`config.mk`:
```
export PLATFORM = sky130hd
export DESIGN_NAME = rf_multiport_sb_flat
export DESIGN_NICKNAME = d
export VERILOG_FILES = /design/src/rtl/rf_multiport_sb_if.sv /design/src/rtl/rf_multiport_sb.sv /design/src/flat_wrapper.sv
export SDC_FILE = /design/constraint.sdc
export NUM_CORES = 2
export LEC_CHECK = 0
export CORE_MARGIN = 5
export CORE_UTILIZATION = 35
export DETAILED_ROUTE_END_ITERATION = 6
export HOLD_SLACK_MARGIN = 0.12
export PLACE_DENSITY = 0.54
export SLEW_MARGIN = 20
export SYNTH_ARGS = -nofsm -noshare
export SYNTH_HDL_FRONTEND = slang
export SYNTH_SLANG_ARGS = --single-unit
```
`constraint.sdc`:
```
create_clock -name clk -period 4.3 [get_ports clk]
set_input_delay 1.075 -clock clk [delete_from_list [all_inputs] [get_ports clk]]
set_output_delay 1.075 -clock clk [all_outputs]
set_load 0.02 [all_outputs]
```
`src/rtl/rf_multiport_sb_if.sv`:
```
// Register-file access bundle: read ports, write ports, reservation request and ready flag.
interface rf_multiport_sb_if #(
  parameter int unsigned DATA_WIDTH = 32,
  parameter int unsigned ADDR_WIDTH = 5,
  parameter int unsigned NUM_RD     = 2,
  parameter int unsigned NUM_WR     = 2
);
  logic                         ready;
  logic [NUM_RD*ADDR_WIDTH-1:0] rd_addr;
  logic [NUM_RD*DATA_WIDTH-1:0] rd_data;
  logic [NUM_RD-1:0]            rd_busy;
  logic [NUM_WR-1:0]            wr_en;
  logic [NUM_WR*ADDR_WIDTH-1:0] wr_addr;
  logic [NUM_WR*DATA_WIDTH-1:0] wr_data;
  logic                         rsv_en;
  logic [ADDR_WIDTH-1:0]        rsv_addr;

  modport master (
    input  ready, rd_data, rd_busy,
    output rd_addr, wr_en, wr_addr, wr_data, rsv_en, rsv_addr
  );

  modport slave (
    output ready, rd_data, rd_busy,
    input  rd_addr, wr_en, wr_addr, wr_data, rsv_en, rsv_addr
  );
endinterface

```
`src/rtl/rf_multiport_sb.sv`:
```
// Multi-port register file with write->read bypass, per-register busy scoreboard
// and a post-reset zeroing sweep; x0 always reads zero.
module rf_multiport_sb #(
  parameter int unsigned DATA_WIDTH = 32,
  parameter int unsigned ADDR_WIDTH = 5,
  parameter int unsigned NUM_RD     = 2,
  parameter int unsigned NUM_WR     = 2
) (
  input logic              clk,
  input logic              rst,
  rf_multiport_sb_if.slave bus
);
  localparam int unsigned REGS = 2 ** ADDR_WIDTH;

  typedef enum logic {INIT, RUN} state_t;

  state_t                  state_q, state_d;
  logic [ADDR_WIDTH-1:0]   cnt_q, cnt_d;
  logic [REGS-1:0]         busy_q, busy_d;
  logic [DATA_WIDTH-1:0]   regs [REGS];

  always_ff @(posedge clk or posedge rst) begin
    if (rst) begin
      state_q <= INIT;
      cnt_q   <= '0;
      busy_q  <= '0;
    end else begin
      state_q <= state_d;
      cnt_q   <= cnt_d;
      busy_q  <= busy_d;
    end
  end

  always_comb begin
    state_d = state_q;
    cnt_d   = cnt_q;
    busy_d  = busy_q;
    if (state_q == INIT) begin
      cnt_d = cnt_q + 1'b1;
      if (cnt_q == '1) state_d = RUN;
    end else begin
      for (int unsigned w = 0; w < NUM_WR; w++) begin
        if (bus.wr_en[w]) busy_d[bus.wr_addr[w*ADDR_WIDTH +: ADDR_WIDTH]] = 1'b0;
      end
      // Applied after the clears so a same-cycle reservation keeps the register busy.
      if (bus.rsv_en) busy_d[bus.rsv_addr] = 1'b1;
    end
    busy_d[0] = 1'b0;
  end

  // Array has no reset; the INIT sweep zeroes it. Later ports override earlier ones.
  always_ff @(posedge clk) begin
    if (state_q == INIT) begin
      regs[cnt_q] <= '0;
    end else begin
      for (int unsigned w = 0; w < NUM_WR; w++) begin
        if (bus.wr_en[w] && (bus.wr_addr[w*ADDR_WIDTH +: ADDR_WIDTH] != '0))
          regs[bus.wr_addr[w*ADDR_WIDTH +: ADDR_WIDTH]] <= bus.wr_data[w*DATA_WIDTH +: DATA_WIDTH];
      end
    end
  end

  assign bus.ready = (state_q == RUN);

  always_comb begin
    bus.rd_data = '0;
    bus.rd_busy = '0;
    for (int unsigned p = 0; p < NUM_RD; p++) begin
      if (bus.ready && (bus.rd_addr[p*ADDR_WIDTH +: ADDR_WIDTH] != '0)) begin
        bus.rd_data[p*DATA_WIDTH +: DATA_WIDTH] = regs[bus.rd_addr[p*ADDR_WIDTH +: ADDR_WIDTH]];
        bus.rd_busy[p] = busy_q[bus.rd_addr[p*ADDR_WIDTH +: ADDR_WIDTH]];
        for (int unsigned w = 0; w < NUM_WR; w++) begin
          if (bus.wr_en[w] &&
              (bus.wr_addr[w*ADDR_WIDTH +: ADDR_WIDTH] == bus.rd_addr[p*ADDR_WIDTH +: ADDR_WIDTH])) begin
            bus.rd_data[p*DATA_WIDTH +: DATA_WIDTH] = bus.wr_data[w*DATA_WIDTH +: DATA_WIDTH];
            bus.rd_busy[p] = 1'b0;
          end
        end
      end
    end
  end
endmodule

```
`src/flat_wrapper.sv`:
```
// flat-port wrapper written by rule: the top's interface ports become plain ports
module rf_multiport_sb_flat 
#(
  parameter int unsigned DATA_WIDTH = 32,
  parameter int unsigned ADDR_WIDTH = 5,
  parameter int unsigned NUM_RD     = 2,
  parameter int unsigned NUM_WR     = 2
)
  (clk, rst, bus_ready, bus_rd_data, bus_rd_busy, bus_rd_addr, bus_wr_en, bus_wr_addr, bus_wr_data, bus_rsv_en, bus_rsv_addr);
  rf_multiport_sb_if #(.DATA_WIDTH(DATA_WIDTH), .ADDR_WIDTH(ADDR_WIDTH), .NUM_RD(NUM_RD), .NUM_WR(NUM_WR)) bus_i ();
  input logic clk;
  input logic rst;
  output wire logic [$bits(bus_i.ready)-1:0] bus_ready;
  output wire logic [$bits(bus_i.rd_data)-1:0] bus_rd_data;
  output wire logic [$bits(bus_i.rd_busy)-1:0] bus_rd_busy;
  input wire logic [$bits(bus_i.rd_addr)-1:0] bus_rd_addr;
  input wire logic [$bits(bus_i.wr_en)-1:0] bus_wr_en;
  input wire logic [$bits(bus_i.wr_addr)-1:0] bus_wr_addr;
  input wire logic [$bits(bus_i.wr_data)-1:0] bus_wr_data;
  input wire logic [$bits(bus_i.rsv_en)-1:0] bus_rsv_en;
  input wire logic [$bits(bus_i.rsv_addr)-1:0] bus_rsv_addr;
  assign bus_ready = bus_i.ready;
  assign bus_rd_data = bus_i.rd_data;
  assign bus_rd_busy = bus_i.rd_busy;
  assign bus_i.rd_addr = bus_rd_addr;
  assign bus_i.wr_en = bus_wr_en;
  assign bus_i.wr_addr = bus_wr_addr;
  assign bus_i.wr_data = bus_wr_data;
  assign bus_i.rsv_en = bus_rsv_en;
  assign bus_i.rsv_addr = bus_rsv_addr;
  rf_multiport_sb #(.DATA_WIDTH(DATA_WIDTH), .ADDR_WIDTH(ADDR_WIDTH), .NUM_RD(NUM_RD), .NUM_WR(NUM_WR)) u_core (.clk(clk), .rst(rst), .bus(bus_i));
endmodule
```
==> metrics <==
Clock Tree Buf Depth 3; Root Driver clkbuf_16; DR pass1 iterations 7; DR vias/cell 6.09; CTS H-tree lvls 3; sequential area share after synthesis 51.0%; Async SR Flop Fraction 3.49%; hpwl dp 154000 µm; CTS sink cnt 1061; vias in the first global route 46700; ANT nets after route 0; Critical Path Max Stage Delay 0.41 ns; CP Class input pin to output port; Crit. path cell count 9; Placement Cell Area 70900 µm²; Setup Viol. Count Final 33; maximum capacitance violations 0; Syn Inst Count 5145; TritonCTS buffer count 113; final period utilization 103%; Relative slew margins 21.9%; grt ovf 0; Worst Hold Launch u_core.busy_q[17]; Tmin final 4.44 ns; share of cells above drive strength 1 31.9%; drt drc 1; FMAX 0.225 GHz; CP startpoint bus_rd_addr[1]; Vias 48300; Fillers 15700; total I/O pin count 161; worst clock skew 0.0262 ns; wire per inst 32.0 µm; EDFF count, synth 1024; Die H 431 µm; Distinct cells, synth 63; clock latency on the worst-skew pair 0.75 ns; RSZ-0062 raised after global routing yes; Mapped Nets 5241; Worst path top cell family by delay buffers and inverters; CTS tree yes; final wirelength 254000 µm; Final nets 5597; Hold Path Depth 2; Worst-path clk slew 0.06 ns; power density cells 326 nW/µm²; area of the core 176000 µm²; initial DRC count 7008; crit path max fanout 26; Die Area 186000 µm²; YS warnings 0; Setup crit start kind input pin; GP Congestion 0.888; Pleak 27.5 nW; Worst EP arrival 3.36 ns; crit path cell chain buf_8 > buf_12 > buf_12 > buf_6 > mux2i_4 > a22o_1 > nor4_2 > a221o_2 > buf_6; Hold Fails Final Rpt 0; Final TNS setup -1.63 ns; r2r worst-path depth 8; Critical Path RT 3.22 ns; failing checks design-rule violations, negative setup slack; Synth-to-Final Area Change 25.8%; port bufs 160; Worst-Margin Slew 1.17 ns; Cell Area, Synth 62200 µm²; WHS 0.521 ns; Crit-path slowest cell a221o_2; total track usage 26.7%; status finished, violations left; largest net degree at the start of global routing 66; Initial Utilization 35.3%; pre-CTS setup slack -1.12 ns; Top FF cell, synth edfxtp_1; post-route cell area 78200 µm²; Max IR drop VDD 331 µV; Avg Inst Size Synth 12.1 µm²; FP Rows 154; crit path buf inv count 5; Die W 431 µm; max-slew violation count 0; #FFs+latches synth 1061; first-pass GRT wire length 356000 µm; initial antenna violation count 3; Hold Crit Class flop to flop; reg2reg start u_core.bus.ready; Final Worst Setup Slack -0.138 ns; CP endpoint kind output port
-- metal layers --
metal	global-route usage, %	vias up	share of wire (%)
li1	-	20400	-
met1	33.5	24300	36
met2	44.0	2952	48
met3	4.20	690	9.4
met4	15.4	0	7.0
met5	0	-	0
-- cells in the final DEF (no fill, tap or decap), types with 38 or more instances in the layout --
cell type        netlist  routed
a221o_1               63      56
a22o_1               122      83
buf_12                 0     176
buf_4                 47     492
buf_6                 15      93
clkbuf_16              0     120
clkdlybuf4s50_1        0      73
edfxtp_1            1024    1024
mux2i_1              255     199
mux2i_2                0      38
mux4_2               525     525
nand2_1             1051    1051
o21ai_0             1025    1024
-- Yosys cell counts (all sizes together), types with 2 or more instances --
cell,n,area share [%]
a211oi,2,0.024
a21boi,6,0.072
a21oi,22,0.18
a221o,63,1.0
a22o,122,1.7
a22oi,2,0.024
a31oi,2,0.020
and2,7,0.070
and3,4,0.040
and3b,2,0.028
buf,265,2.4
clkbuf,414,2.5
dfrtp,37,1.5
edfxtp,1024,49
ha,2,0.040
inv,37,0.22
mux2,9,0.16
mux2i,255,4.1
mux4,525,19
nand2,1051,6.3
nand2b,2,0.020
nand3,8,0.064
nand3b,9,0.11
nand4,4,0.040
nand4b,2,0.028
nor2,38,0.23
nor2b,9,0.091
nor3,14,0.12
nor3b,5,0.060
nor4,65,0.65
nor4b,5,0.070
o211a,2,0.032
o21a,2,0.024
o21ai,1027,8.3
o21bai,7,0.085
o22ai,46,0.46
o41ai,3,0.042
or2,4,0.040
or3,5,0.050
or3b,5,0.070
xnor2,15,0.21
xor2,8,0.11
-- stage by stage --
| stage | util [%] | cells | total power, W |
|---|---|---|---|
| global placement | 40.2 | 7586 | 0.0152 |
| global route | 44.4 | 7930 | 0.0262 |
| CTS | 43.8 | 7893 | 0.0254 |
| floorplan | - | 5145 | 0.0136 |
| detailed placement | 40.2 | 7586 | 0.0153 |
| finish | 44.4 | 7931 | 0.0255 |
-- power by group --
group | leakage [nW] | internal, W | switching (W)
sequential | 11.1 | 0.0114 | 0.0000390
combinational | 14.5 | 0.00180 | 0.00226
clock | 1.78 | 0.00564 | 0.00433
total | 27.5 | 0.0189 | 0.00662
-- tightest hold or removal path: stages (launching register included) --
cell and delay (ns):
dfrtp_1 0.37, nand2_1 0.05, o21ai_0 0.06
-- worst paths after layout --
| check | endpoint | slack [ns] |
|---|---|---|
| setup / recovery | bus_rd_data[15] | -0.14 |
| hold / removal | u_core.busy_q[17] | 0.52 |
| setup reg to reg | u_core.regs[4][28] | 1.22 |
| hold reg to reg | u_core.busy_q[17] | 0.52 |
| max in group asynchronous | u_core.cnt_q[2] | 3.19 |
| min in group asynchronous | u_core.busy_q[6] | 0.75 |
-- registers in the layout (all words and copies together) (netlist names) --
register,count
u_core.bus.ready,1
u_core.regs,1024
u_core.busy_q,31
u_core.cnt_q,5
-- logic make-up (layout without fill, tap and decap cells) --
kind of cell,Yosys count,count (layout),share of synthesized area (%)
multiplexers,789,789,23.3
other,0,2,0
XOR/XNOR,23,23,0.324
adder cells (fa/ha/maj),2,2,0.0403
AND/OR/NAND/NOR,1242,1242,8.18
AO/OA/AOI/OAI,1312,1312,12.1
buffers and inverters,716,1160,5.14
flip-flops,1061,1061,51.0
-- repair_timing --
item | CTS | global route
cloned | 16 | 5
setup buffers | 100 | 63
hold buffers | 0 | 0
gates resized for setup | 608 | 158
endpoints found under the hold margin | 0 | 0
endpoints found under the setup margin | 66 | 60
pin swaps | 61 | 70
-- final cells by class --
type	instances	area, µm²	share of cell area [%]
sequential	1061	31700	40.5
multi-input combinational	3368	29400	37.6
timing repair buffer	920	10400	13.3
clock buffer	137	3000	3.84
tap	2340	2930	3.74
clock inverter	66	647	0.827
inverter	37	139	0.178
antenna	2	5.00	0.00640
Note: power is estimated with default switching activity, not from simulation.
